[config.mk]
export PLATFORM = sky130hd
export DESIGN_NAME = fb_pixel_write_arbiter
export DESIGN_NICKNAME = d
export VERILOG_FILES = /design/src/rtl/fb_pixel_write_arbiter.sv
export SDC_FILE = /design/constraint.sdc
export NUM_CORES = 1
export LEC_CHECK = 0
export ABC_CLOCK_PERIOD_IN_PS = 4750
export BUFFER_PORTS_ARGS = -buffer_cell sky130_fd_sc_hd__buf_2
export CORE_ASPECT_RATIO = 1.2
export CORE_UTILIZATION = 30
export DETAILED_ROUTE_END_ITERATION = 8
export GPL_TIMING_DRIVEN = 0
export PLACE_DENSITY = 0.49
export SLEW_MARGIN = 15
export SYNTH_ARGS = -nofsm -noshare
export SYNTH_HDL_FRONTEND = slang
export SYNTH_SLANG_ARGS = --single-unit
[constraint.sdc]
create_clock -name clk -period 4.75 [get_ports clk]
set_input_delay 0.7125 -clock clk [delete_from_list [all_inputs] [get_ports clk]]
set_output_delay 0.7125 -clock clk [all_outputs]
set_load 0.02 [all_outputs]
[src/rtl/fb_pixel_write_arbiter.sv]
// Two-requester pixel write arbiter for the SDRAM framebuffer Avalon write port,
// with a full-screen clear fill sequencer.
module fb_pixel_write_arbiter #(
    parameter int                H_RES   = 640,
    parameter int                V_RES   = 480,
    parameter int                COORD_W = 10,
    parameter int                PIX_W   = 16,
    parameter int                ADDR_W  = 32,
    parameter logic [ADDR_W-1:0] FB_BASE = '0
) (
    input  logic               clk,
    input  logic               reset_n,
    input  logic               req0_valid,
    output logic               req0_ready,
    input  logic [COORD_W-1:0] req0_x,
    input  logic [COORD_W-1:0] req0_y,
    input  logic [PIX_W-1:0]   req0_color,
    input  logic               req1_valid,
    output logic               req1_ready,
    input  logic [COORD_W-1:0] req1_x,
    input  logic [COORD_W-1:0] req1_y,
    input  logic [PIX_W-1:0]   req1_color,
    input  logic               clr_start,
    input  logic [PIX_W-1:0]   clr_color,
    output logic               clr_busy,
    output logic [ADDR_W-1:0]  avm_address,
    output logic               avm_write,
    output logic [PIX_W-1:0]   avm_writedata,
    input  logic               avm_waitrequest,
    output logic [15:0]        drop_count
);

    localparam int                NPIX     = H_RES * V_RES;
    localparam int                CNT_W    = (NPIX > 1) ? $clog2(NPIX) : 1;
    localparam logic [CNT_W-1:0]  CNT_LAST = CNT_W'(NPIX - 1);
    localparam logic [ADDR_W-1:0] BPP      = ADDR_W'(PIX_W / 8);
    localparam logic [ADDR_W-1:0] H_RES_A  = ADDR_W'(H_RES);

    typedef enum logic [1:0] {
        S_IDLE,
        S_WRITE,
        S_CLEAR
    } state_t;

    state_t             r_state;
    state_t             w_state_nxt;
    logic               r_last_grant;
    logic               r_clr_pend;
    logic [PIX_W-1:0]   r_clr_color;
    logic [CNT_W-1:0]   r_cnt;
    logic [CNT_W-1:0]   w_cnt_nxt;
    logic [ADDR_W-1:0]  r_addr;
    logic [ADDR_W-1:0]  w_addr_nxt;
    logic [PIX_W-1:0]   r_data;
    logic [PIX_W-1:0]   w_data_nxt;
    logic               r_write;
    logic               w_write_nxt;
    logic [15:0]        r_drop;

    logic               w_can_accept;
    logic               w_grant1;
    logic               w_acc;
    logic               w_in_range;
    logic               w_clr_busy;
    logic               w_clr_take;
    logic               w_clr_enter;
    logic [COORD_W-1:0] w_sel_x;
    logic [COORD_W-1:0] w_sel_y;
    logic [PIX_W-1:0]   w_sel_color;
    logic [ADDR_W-1:0]  w_pix_addr;

    assign w_clr_busy   = r_clr_pend || (r_state == S_CLEAR);
    assign w_clr_take   = clr_start && !w_clr_busy;
    // reset_n gates ready so every output reads 0 while reset is held
    assign w_can_accept = reset_n && !r_clr_pend &&
                          ((r_state == S_IDLE) || ((r_state == S_WRITE) && !avm_waitrequest));

    // r_last_grant==1 means req0 wins a tie
    assign w_grant1   = req1_valid && (!req0_valid || !r_last_grant);
    assign req0_ready = w_can_accept && req0_valid && !w_grant1;
    assign req1_ready = w_can_accept && w_grant1;
    assign w_acc      = req0_ready || req1_ready;

    assign w_sel_x     = w_grant1 ? req1_x : req0_x;
    assign w_sel_y     = w_grant1 ? req1_y : req0_y;
    assign w_sel_color = w_grant1 ? req1_color : req0_color;
    assign w_in_range  = (32'(w_sel_x) < H_RES) && (32'(w_sel_y) < V_RES);
    assign w_pix_addr  = FB_BASE + (ADDR_W'(w_sel_y) * H_RES_A + ADDR_W'(w_sel_x)) * BPP;

    always_comb begin
        w_state_nxt = r_state;
        w_addr_nxt  = r_addr;
        w_data_nxt  = r_data;
        w_write_nxt = r_write;
        w_cnt_nxt   = r_cnt;
        w_clr_enter = 1'b0;
        case (r_state)
            S_IDLE, S_WRITE: begin
                if ((r_state == S_IDLE) || !avm_waitrequest) begin
                    if (w_acc && w_in_range) begin
                        w_addr_nxt  = w_pix_addr;
                        w_data_nxt  = w_sel_color;
                        w_write_nxt = 1'b1;
                        w_state_nxt = S_WRITE;
                    end else if (!w_acc && r_clr_pend) begin
                        // Fill starts straight from a completing write, no idle gap
                        w_cnt_nxt   = '0;
                        w_addr_nxt  = FB_BASE;
                        w_data_nxt  = r_clr_color;
                        w_write_nxt = 1'b1;
                        w_clr_enter = 1'b1;
                        w_state_nxt = S_CLEAR;
                    end else begin
                        w_write_nxt = 1'b0;
                        w_state_nxt = S_IDLE;
                    end
                end
            end
            S_CLEAR: begin
                if (!avm_waitrequest) begin
                    if (r_cnt == CNT_LAST) begin
                        w_write_nxt = 1'b0;
                        w_state_nxt = S_IDLE;
                    end else begin
                        w_cnt_nxt  = r_cnt + CNT_W'(1);
                        w_addr_nxt = r_addr + BPP;
                    end
                end
            end
            default: begin
                w_write_nxt = 1'b0;
                w_state_nxt = S_IDLE;
            end
        endcase
    end

    always_ff @(posedge clk or negedge reset_n) begin
        if (!reset_n) begin
            r_state      <= S_IDLE;
            r_last_grant <= 1'b1;
            r_clr_pend   <= 1'b0;
            r_clr_color  <= '0;
            r_cnt        <= '0;
            r_addr       <= '0;
            r_data       <= '0;
            r_write      <= 1'b0;
            r_drop       <= '0;
        end else begin
            r_state <= w_state_nxt;
            r_cnt   <= w_cnt_nxt;
            r_addr  <= w_addr_nxt;
            r_data  <= w_data_nxt;
            r_write <= w_write_nxt;
            if (w_acc) begin
                r_last_grant <= w_grant1;
            end
            if (w_clr_enter) begin
                r_clr_pend <= 1'b0;
            end else if (w_clr_take) begin
                r_clr_pend <= 1'b1;
            end
            if (w_clr_take) begin
                r_clr_color <= clr_color;
            end
            if (w_acc && !w_in_range && (r_drop != 16'hFFFF)) begin
                r_drop <= r_drop + 16'd1;
            end
        end
    end

    assign clr_busy      = w_clr_busy;
    assign avm_address   = r_addr;
    assign avm_write     = r_write;
    assign avm_writedata = r_data;
    assign drop_count    = r_drop;

endmodule

Yosys cells after proc, flatten, opt, wreduce, memory -nomap -nowiden
Cells that the tools add are included.
{ "word_totals": {"reg_bits": 104, "input_bits": 94, "out_inout_bits": 68, "elab_cells": 96} }
{ "classes": {"n_addsub": 4, "n_mul": 1, "order_cmp": 2, "eq_ne": 11, "muxes": 34, "reduce_logical": 35} }
{ "op_table": {"columns": ["operator", "n"], "rows": [
  ["32-bit two-way mux", 5],
  ["19-bit two-way mux", 5],
  ["32-bit case mux with 2 select lines", 1],
  ["16-bit two-way mux", 3],
  ["19-bit case mux with 2 select lines", 1],
  ["32-bit by 2-bit adder with 32-bit output, second input constant", 1],
  ["20-bit by 10-bit adder with 21-bit output", 1],
  ["10-bit two-way mux", 2],
  ["19-bit by 1-bit adder with 19-bit output, second input constant", 1],
  ["19-bit == test, second input constant", 1],
  ["16-bit by 1-bit adder with 16-bit output, second input constant", 1],
  ["16-bit != test, second input constant", 1],
  ["1-bit logical AND", 13],
  ["10-bit by 3-bit multiplier with 13-bit output, second input constant", 1],
  ["10-bit less-than comparator, second input constant", 1],
  ["10-bit by 9-bit less-than comparator with 1-bit output, second input constant", 1],
  ["1-bit two-way mux", 10],
  ["2-bit two-way mux", 5],
  ["2-bit != test, second input constant", 5],
  ["1-bit logical NOT", 8],
  ["3-bit AND reduction", 2],
  ["6-bit AND reduction", 1],
  ["2-bit nonzero test", 3],
  ["1-bit logical OR", 5],
  ["other kinds (9)", 9]
]} }

Depth between registers and ports, before layout
Gate-level depths: netlist (run 1).
{ "logic_depth": {"depth_word": 14, "depth_mapped": 16, "ltp_nobuf": 13} }

Worst setup path after synthesis (run 1)
Ideal clock, no wire load.
{ "synth_path": {"kind": "input port to flip-flop", "start": "input port req1_valid", "end": "register r_addr[18] (netlist: avm_address[18])", "arrival_ns": 3.947, "required_ns": 4.663, "path_slack_ns": 0.717, "cell_stages": 14, "path_buffers": 3, "cell_sequence": "a21boi_0 -> buf_2 -> clkbuf_1 -> clkbuf_1 -> nand2_1 -> nand2_1 -> ha_1 -> ha_1 -> inv_1 -> fa_1 -> or3_1 -> nor4_1 -> or4b_1 -> o211ai_1"} }
{ "synth_between": {"elab_chain_cells": 8, "word_cells_on_any_way": 20, "cone_classes": "1 x add/sub; 1 x mul; 2 x order compare; 1 x eq/ne; 5 x mux; 10 x reduce/logical"} }
{ "synth_rtl": {"columns": ["element", "line_no", "source"], "rows": [
  ["start, declared", "18", "input logic req1_valid,"],
  ["1-bit logical AND *", "79", "assign w_grant1 = req1_valid && (!req0_valid || !r_last_grant);"],
  ["branches (longest 7 deep; another with 20-bit by 10-bit adder with 21-bit output)", null, null],
  ["end signal, assigned", "151", "r_addr <= w_addr_nxt;"],
  ["end, declared", "52", "logic [ADDR_W-1:0] r_addr;"]
]} }
Every way passes the cells marked *. The select of a mux whose other input is x is not followed.
A chain may end at the register's enable or synchronous reset.

Final worst setup path (run 1)
{ "layout_path": {"start": "register r_last_grant", "end": "register r_addr[19] (netlist: avm_address[19])"} }
{ "layout_between": {"elab_chain_cells": 10, "word_cells_on_any_way": 22, "cone_classes": "1 x add/sub; 1 x mul; 2 x order compare; 1 x eq/ne; 5 x mux; 12 x reduce/logical"} }
{ "layout_rtl": {"columns": ["element", "line_no", "source"], "rows": [
  ["start, declared", "47", "logic r_last_grant;"],
  ["start signal, assigned", "155", "r_last_grant <= w_grant1;"],
  ["1-bit logical NOT *", "79", null],
  ["1-bit logical OR *", "79", null],
  ["1-bit logical AND *", "79", null],
  ["branches (longest 7 deep; another with 20-bit by 10-bit adder with 21-bit output)", null, null]
]} }
Marks and branches as above.

==> flow_summary.yaml, run 1 <==
critical_path:
  cp.required_ns: 5.03
  worst_setup_path_end_kind: "flop"
  endpoint: "avm_address[19]"
  worstReg2RegEnd: "avm_address[19]"
  reg2reg_from: "r_last_grant"
  cp-startpoint: "r_last_grant"
  worst-path-max-fanout: 16
  crit_top_cell: "nand2_1"
  crit_path_max_incr_delay_ns: 0.73
  critPathKind: "reg2reg"
  worstRegToRegCells: 13
  worstSetupStartpointType: "flop"
  rrSetupSlack_ns: 0.56
  cp_cell_sequence: "a21bo_2, buf_2, buf_1, nand2_1, nand2_1, xnor2_1, ha_1, or4b_2, o2111ai_1, a311oi_1, nor4_1, a21oi_1, o31ai_1"
  worstPathArrival_ns: 4.47
  critPathSlowestCell: "buf_1"
status:
  outcome: "complete, no violations"
synth:
  yosysUniqueCellTypes: 68
  synth_cells: 723
  synth-compound-area-share_pct: 15.0
  async_reset_ff_share_pct: 100
  synth_simple_gate_area_share_pct: 25.8
  ys_seq_elements: 103
  synth.yosys.warnings: 0
  synth_top_area_share_pct: 40.3
  synthMuxAreaShare_pct: 5.23
  syn_avg_cell_area_um2: 8.76
  synthFlopType: "dfrtp_1"
  synth_adder_area_share_pct: 3.99
  synth_nets: 836
  synthXorXnorAreaFrac_pct: 6.22
  synth_area_leader_cell: "dfrtp_1"
  synth_area_um2: 6330
  synth_top_family_by_area: "simple AND/OR/NAND/NOR gates"
  ys_seq_area_share_pct: 40.7
  synth_area_leaders: "dfrtp_1 40%, nand2_1 8.0%, xnor2_1 4.0%, ha_1 3.4%, o21ai_0 3.2%"
  synth_edf_count: 0
power_and_ir_drop:
  p_per_area_nw_per_um2: 292
  peakVddDrop_mv: 0.151
  total_power_uw: 2280
  power.leakage_uw: 0.00371
clock_network:
  numCtsBuffers: 9
  cts_tree: "yes"
  htree_levels: 3
  clk_latency_ns: 0.37
  clockRootBuffer: "clkbuf_16"
  cts_setup_buffers: 0
  cts_sinks: 103
  clkTransAtPathRegs_ns: 0.08
  ctsResizeCount: 0
  holdBufCountCts: 0
  cts.path.max_buffers: 2
die:
  core.rowCount: 57
  die_h_um: 161
  initial_core_util_pct: 30.9
  dieArea_um2: 21700
  fp.coreArea_um2: 20500
  ios: 162
  die_x_um: 135
grt:
  grt_pass1_wl_mm: 31.9
  overflow: 0
  grt_pass1_vias: 5807
  track_usage_pct: 19.0
  antenna_found_initial: 0
  grt_max_degree: 66
sta:
  timing_hold_violations_final: 0
  skew_ns: 0.0102
  period_share_pct: 88.1
  rsz0062_at_grt: "false"
  drv_slew: 0
  worst_pin_slew_ns: 0.902
  maxSlewHeadroom_pct: 39.9
  finalSetupViolCount: 0
  fmax_ghz: 0.239
  period_needed_ns: 4.19
  setup_tns_ns: 0
final_layout:
  fin_util_pct: 38.1
  drive_gt1_share_pct: 23.9
  instances_no_fill: 1163
  fin_nets: 1006
  diodes: 0
  layout_common_cells: "164 x buf_2, 135 x nand2_1, 102 x dfrtp_1"
  fill_cells: 2150
  area_growth_pct: 23.0
  final_common_cell: "buf_2"
drt:
  viasPerCell: 5.19
  firstDrtPassIters: 5
  wire_per_inst_um: 17.2
  drc: 0
  num_vias: 6035
  routed_wl_mm: 20.0
  detail-route-antenna-nets: 0
  drtIter0Drc: 320
job:
  cap_violations: 0
placed_design:
  gp_congestion: 0.795
  numPortBuffers: 160
  hpwl_mm: 15.6
  placedCellCount: 1149
hold_path:
  hold_class: "in2async"
-- cell families after synthesis --
| logic type | after synthesis |
|---|---|
| other | 1 |
| DFF | 103 |
| AOI/OAI and AO/OA | 146 |
| muxes | 31 |
| adders and majority gates | 19 |
| xor gates and xnor gates | 45 |
| buffers and inverters | 47 |
| and+or+nand+nor | 331 |
-- state kept, by name, summed over array words and instances (netlist names) --
signal,cells
avm_address,31
r_cnt,19
r_clr_color,16
r_state,2
r_last_grant,1
drop_count,16
avm_writedata,16
r_clr_pend,1
avm_write,1
-- synth_stat cells (3+ instances only) --
| cell | instances |
|---|---|
| nor2_1 | 46 |
| o311ai_0 | 3 |
| nand4_1 | 15 |
| o21a_1 | 3 |
| nor3_1 | 14 |
| a211o_1 | 3 |
| inv_1 | 14 |
| buf_1 | 3 |
| or3_1 | 8 |
| and3_1 | 30 |
| nand3b_1 | 3 |
| nand2_1 | 135 |
| a221o_1 | 3 |
| mux2i_1 | 14 |
| nand2b_1 | 8 |
| nor4_1 | 12 |
| ha_1 | 17 |
| o21ai_0 | 41 |
| nand3_1 | 28 |
| o221ai_1 | 8 |
| xnor2_1 | 29 |
| o31ai_1 | 4 |
| a21o_1 | 7 |
| nor2b_1 | 5 |
| o211ai_1 | 3 |
| xor2_1 | 16 |
| dfrtp_1 | 102 |
| clkbuf_1 | 24 |
| and2_1 | 3 |
| a21oi_1 | 27 |
| a31oi_1 | 23 |
| buf_2 | 5 |
| or4_1 | 4 |
| mux2_2 | 17 |
-- critical path: cells and delay by family (launching register included) --
| kind | cells | cell delay, ns |
|---|---|---|
| AOI/OAI and AO/OA | 5 | 0.76 |
| xor gates and xnor gates | 1 | 0.09 |
| adders and majority gates | 1 | 0.28 |
| buffers and inverters | 2 | 1.12 |
| DFF | 1 | 0.55 |
| and+or+nand+nor | 4 | 1.29 |
-- area by class of cell --
type                       count  area, um^2  share of cell area [%]
clock inverter                 6        62.6                   0.803
timing repair buffer         161         835                    10.7
clock buffer                  10         239                    3.07
inverter                      14        52.6                   0.674
sequential                   103        2580                    33.1
buffer                        31         126                    1.62
tap                          265         332                    4.25
multi-input combinational    573        3570                    45.8
-- worst min path at each step --
stage,end,slack (ns)
2_1_floorplan,avm_address[10],0.42
3_3_place_gp,drop_count[6],0.48
3_5_place_dp,drop_count[10],0.48
4_1_cts,avm_address[21],0.36
5_1_grt,avm_address[21],0.39
6_report,avm_address[22],0.34
-- where the power goes --
part,switching [uW],internal [uW]
logic,287,202
registers,86.1,940
clock network,380,385
total,753,1530
-- metrics by stage --
stage | hold slack (ns) | area, um^2 | setup slack, ns
6_report | 0.341 | 7790 | 0.564
5_1_grt | 0.394 | 7790 | 0.127
4_1_cts | 0.364 | 7800 | 0.138
3_5_place_dp | 0.479 | 7500 | -0.248
3_3_place_gp | 0.476 | 7470 | -0.368
2_1_floorplan | 0.417 | 6330 | 0.717
-- metal layers --
layer	vias to the layer above	GRT usage, %	part of all wire, %
met5	-	0	0
met4	0	7.51	2.6
met3	26	3.67	5.0
met2	139	32.1	49
met1	2906	23.7	43
li1	2964	-	-
Power figures use the tool's default switching activity.
==> run 2: changes to the inputs <==
Settings changed: ABC_AREA set to 1, PLACE_DENSITY 0.49 to 0.48.
==> run 2 against run 1 <==
Against the previous run:
- combinational power increased by 19%
- worst hold slack got worse by 0.078 ns
- die area increased by 13%
- largest power group unchanged
- sequential cell count unchanged
- fmax about the same
- critical path type unchanged
- clock-buffer cell count decreased by 1
==> flow_summary.yaml, run 2 <==
status:
  outcome: "complete, no violations"
placed_design:
  placedCellCount: 1530
  gp_congestion: 0.906
  numPortBuffers: 160
  place_area_um2: 8420
  dp_slack_ns: 0.181
  hpwl_mm: 18.6
final_layout:
  instances_no_fill: 1547
  area_growth_pct: 21.5
  largest_reg_flops: 31
  layout_common_cells: "354 x nand2_1, 170 x buf_2, 113 x inv_1"
  fin_nets: 1339
  drive_gt1_share_pct: 18.9
  fin_util_pct: 37.4
  final_common_cell: "nand2_1"
  finalInstanceArea_um2: 8740
critical_path:
  cp_cell_sequence: "nand2_2, nand2_2, buf_6, clkbuf_1, o21ai_0, inv_1, ha_1, ha_1, inv_1, fa_1, nor2_1, nand3_1, a21oi_1, nand3_1, nor2_1, nand3_1, nand2_1, nand3_1, a21oi_1"
  cp.required_ns: 5.05
  worstSetupStartpointType: "flop"
  worstPathArrival_ns: 4.48
  crit_path_max_incr_delay_ns: 0.55
  crit_top_cell: "nand3_1"
  worst-path-max-fanout: 10
  worst_setup_path_end_kind: "flop"
  critPathSlowestCell: "dfstp_2"
  critPathKind: "reg2reg"
power_and_ir_drop:
  power.leakage_uw: 0.00459
  p_per_area_nw_per_um2: 276
  peakVddDrop_mv: 0.164
synth:
  synth_cells: 1054
  synth_area_leader_cell: "dfrtp_1"
  yosysUniqueCellTypes: 46
  ys_seq_area_share_pct: 35.9
  ys_seq_elements: 103
  synthFlopType: "dfrtp_1"
  async_reset_ff_share_pct: 100
  synth_top_area_share_pct: 35.5
  yosysMostFrequentCell: "nand2_1"
  synth_edf_count: 0
  synth_area_um2: 7190
  syn_avg_cell_area_um2: 6.82
  yosys-top-cells-count: "354 x nand2_1, 113 x inv_1, 103 x nor2_1"
  synth_area_leaders: "dfrtp_1 35%, nand2_1 18%, inv_1 5.9%, nor2_1 5.4%, o21ai_0 4.2%"
  synth.yosys.warnings: 0
  synth_nets: 1167
grt:
  grt_max_degree: 67
  antenna_found_initial: 3
  grt_pass1_wl_mm: 37.1
  overflow: 0
  track_usage_pct: 19.9
  grt_pass1_vias: 6905
sta:
  worst_slack_ns: 0.566
  period_share_pct: 88.1
  rsz0062_at_grt: "false"
  finalSetupViolCount: 0
  period_needed_ns: 4.18
  timing_hold_violations_final: 0
  maxSlewHeadroom_pct: 53.5
  drv_slew: 0
  skew_ns: 0.0151
  setup_tns_ns: 0
  fmax_ghz: 0.239
  worst_pin_slew_ns: 0.697
clock_network:
  clk_latency_ns: 0.37
  ctsResizeCount: 0
  htree_levels: 3
  cts_tree: "yes"
  clkTransAtPathRegs_ns: 0.08
  cts_setup_buffers: 0
  clockRootBuffer: "clkbuf_16"
  holdBufCountCts: 0
  numCtsBuffers: 9
  cts_sinks: 103
  cts.path.max_buffers: 2
die:
  die_h_um: 172
  core.rowCount: 61
  die_x_um: 143
  initial_core_util_pct: 30.8
  dieArea_um2: 24600
  ios: 162
  fp.coreArea_um2: 23400
drt:
  routed_wl_mm: 23.6
  drtIter0Drc: 333
  firstDrtPassIters: 5
  drc: 0
  num_vias: 7131
  wire_per_inst_um: 15.2
  detail-route-antenna-nets: 0
  viasPerCell: 4.61
hold_path:
  hold_class: "in2async"
job:
  cap_violations: 0
==> run 2: changes by cell type in the layout (fill, tap and decap cells not counted), sizes merged, moves of 16 or more <==
cell | before | now
nand2 | 135 | 365
inv | 17 | 123
nor2 | 46 | 108
o21ai | 41 | 83
and3 | 32 | 0
a31oi | 23 | 1
nand3 | 29 | 49
xnor2 | 29 | 12
a21oi | 27 | 43
==> run 2: final timing paths <==
check / endpoint / slack [ns] / start / depth (start not counted)
worst max-delay path: avm_address[19] / 0.57 / r_last_grant / 19
max in group asynchronous: r_last_grant / 3.75 / reset_n / 2
worst min register to register: r_last_grant / 0.48 / r_last_grant / 2
min in group clk: r_last_grant / 0.48 / r_last_grant / 2
worst min-delay path: avm_address[23] / 0.26 / reset_n / 1
worst max register to register: avm_address[19] / 0.57 / r_last_grant / 19
==> run 2: logic make-up after synthesis <==
group | synth area share [%]
xor gates and xnor gates | 5.34
adders and majority gates | 3.51
muxes | 0.626
buffers and inverters | 9.00
DFF | 35.9
other | 0.0522
and+or+nand+nor | 35.4
AOI/OAI and AO/OA | 10.2
==> run 2: critical path, delay by kind of cell (launching register included) <==
kind                     cells  cell delay (ns)
AO/OA/AOI/OAI                3             0.62
adder cells (fa/ha/maj)      3             0.91
buffers and inverters        4             0.91
AND/OR/NAND/NOR              9             1.13
flip-flops                   1             0.55
==> run 2: layer usage <==
layer / global-route usage [%] / up-vias / share of wire [%]
met3: 3.51 / 23 / 4.4
met2: 33.1 / 171 / 47
met5: 0 / - / 0.042
met1: 26.4 / 3233 / 46
li1: - / 3702 / -
met4: 5.27 / 2 / 1.9
==> run 2: cell type report <==
class,count,area (um^2)
fill,2617,14600
tap,315,394
timing repair buffer,161,835
clock buffer,9,225
buffer,34,198
clock inverter,7,91.3
multi-input combinational,798,3970
sequential,103,2580
antenna,1,2.50
inverter,119,449
==> run 2: report_power, final <==
| group | leakage (uW) | switching [uW] | total, uW | internal [uW] |
|---|---|---|---|---|
| Sequential | 0.00130 | 77.6 | 1020 | 938 |
| Clock | 0.000155 | 430 | 816 | 387 |
| Combinational | 0.00313 | 368 | 579 | 211 |
| Total | 0.00459 | 875 | 2410 | 1540 |
==> run 2: through the flow <==
stage          total power [uW]  hold slack (ns)
2_1_floorplan              1400            0.417
3_3_place_gp               1600            0.451
3_5_place_dp               1610            0.459
4_1_cts                    2440            0.266
5_1_grt                    2560            0.282
6_report                   2410            0.263
==> run 3: changes to the inputs <==
Settings changed: BUFFER_PORTS_ARGS -buffer_cell sky130_fd_sc_hd__buf_2 to unset, DONT_BUFFER_PORTS set to 1, PLACE_DENSITY 0.48 to 0.43.
==> run 3 against run 2 <==
Against the previous run:
- sequential cell count unchanged
- highest routed layer is now met4
- first-iteration DRC count down 20%
- register-to-register slack worse by 0.08 ns
- fmax fell by 2.0%
==> flow_summary.yaml, run 3 (synthesized netlist as in run 2, its figures left out) <==
clock_network:
  ctsResizeCount: 0
  htree_levels: 3
  clk_latency_ns: 0.37
  numCtsBuffers: 9
  clkTransAtPathRegs_ns: 0.09
  cts_sinks: 103
  cts_setup_buffers: 0
  cts.path.max_buffers: 2
  cts_tree: "yes"
  holdBufCountCts: 0
  clockRootBuffer: "clkbuf_16"
critical_path:
  worstSetupStartpointType: "flop"
  cp_cell_sequence: "nand2_2, nand2_2, buf_6, clkbuf_1, o21ai_0, ha_1, inv_1, fa_1, nor2_1, nand3_1, a21oi_1, nand3_1, nor2_1, nor2_1, o21ai_0, nand2_1, nand2_1"
  critPathSlowestCell: "clkbuf_1"
  worst_setup_path_end_kind: "flop"
  crit_path_max_incr_delay_ns: 0.57
  crit_top_cell: "nor2_1"
  rrSetupSlack_ns: 0.48
  worst-path-max-fanout: 19
  critPathKind: "reg2reg"
  cp.required_ns: 5.07
  worstPathArrival_ns: 4.59
die:
  ios: 162
  dieArea_um2: 24600
  fp.coreArea_um2: 23400
  die_x_um: 143
  core.rowCount: 61
  initial_core_util_pct: 30.8
  die_h_um: 172
drt:
  firstDrtPassIters: 6
  detail-route-antenna-nets: 0
  wire_per_inst_um: 16.7
  drc: 0
  viasPerCell: 4.73
  routed_wl_mm: 23.1
  drtIter0Drc: 266
  num_vias: 6551
grt:
  grt_pass1_vias: 6355
  grt_max_degree: 105
  antenna_found_initial: 1
  track_usage_pct: 19.4
  grt_pass1_wl_mm: 35.7
  overflow: 0
power_and_ir_drop:
  peakVddDrop_mv: 0.167
  p_per_area_nw_per_um2: 293
  power.leakage_uw: 0.00387
job:
  cap_violations: 0
final_layout:
  area_growth_pct: 9.83
  largest_reg_flops: 31
  instances_no_fill: 1385
  drive_gt1_share_pct: 6.74
  fin_nets: 1177
  layout_common_cells: "354 x nand2_1, 113 x inv_1, 103 x nor2_1"
  final_common_cell: "nand2_1"
sta:
  period_needed_ns: 4.27
  maxSlewHeadroom_pct: 51.1
  finalSetupViolCount: 0
  setup_tns_ns: 0
  rsz0062_at_grt: "false"
  drv_slew: 0
  worst_pin_slew_ns: 0.733
  period_share_pct: 89.8
  skew_ns: 0.0115
  fmax_ghz: 0.234
  timing_hold_violations_final: 0
status:
  outcome: "complete, no violations"
placed_design:
  gp_congestion: 0.870
  placedCellCount: 1369
  hpwl_mm: 17.9
  numPortBuffers: 0
hold_path:
  hold_class: "in2async"
## run 3: metal layers
metal | global-route usage, % | part of all wire, % | vias to the layer above
met3 | 4.90 | 6.9 | 16
met1 | 23.9 | 44 | 2972
met5 | 0 | 0 | -
met4 | 4.86 | 0.96 | 0
met2 | 33.5 | 48 | 178
li1 | - | - | 3385
## run 3: path summary, 6_finish.rpt
| path | startpoint | end | depth (start not counted) |
|---|---|---|---|
| setup / recovery | r_last_grant | avm_address[17] | 17 |
| hold / removal | reset_n | avm_address[20] | 0 |
| setup reg to reg | r_last_grant | avm_address[17] | 17 |
| hold reg to reg | r_last_grant | r_last_grant | 2 |
| max in group asynchronous | reset_n | r_last_grant | 0 |
| min in group clk | r_last_grant | r_last_grant | 2 |
## run 3: critical path, delay by kind of cell (launching register included)
kind                     cells  cell delay, ns
flip-flops                   1            0.55
AND/OR/NAND/NOR              9            1.12
buffers and inverters        3            0.87
AO/OA/AOI/OAI                3            0.77
adder cells (fa/ha/maj)      2            0.91
## run 3: layout make-up
class                      count  area, um^2
multi-input combinational    798        3970
buffer                        33         194
sequential                   103        2580
antenna                        1        2.50
fill                        2606       15500
clock buffer                   9         225
inverter                     119         449
clock inverter                 7        88.8
tap                          315         394
## run 3: power by group
part           leakage (uW)  switching, uW  internal (uW)
registers           0.00130            124            937
clock network      0.000153            428            385
logic               0.00242            279            159
## run 3: through the flow
| step | power, uW | instance area, um^2 | hold WS (ns) | worst slack, ns | utilization (%) |
|---|---|---|---|---|---|
| 3_3_place_gp | 1520 | 7580 | 0.420 | 0.149 | 32.5 |
| 2_1_floorplan | 1400 | 7190 | 0.417 | 1.16 | - |
| 3_5_place_dp | 1520 | 7580 | 0.420 | 0.0977 | 32.5 |
| 5_1_grt | 2450 | 7900 | 0.0121 | 0.0860 | 33.8 |
| 6_report | 2310 | 7900 | 0.0238 | 0.483 | 33.8 |
| 4_1_cts | 2350 | 7900 | 0.0116 | 0.260 | 33.8 |
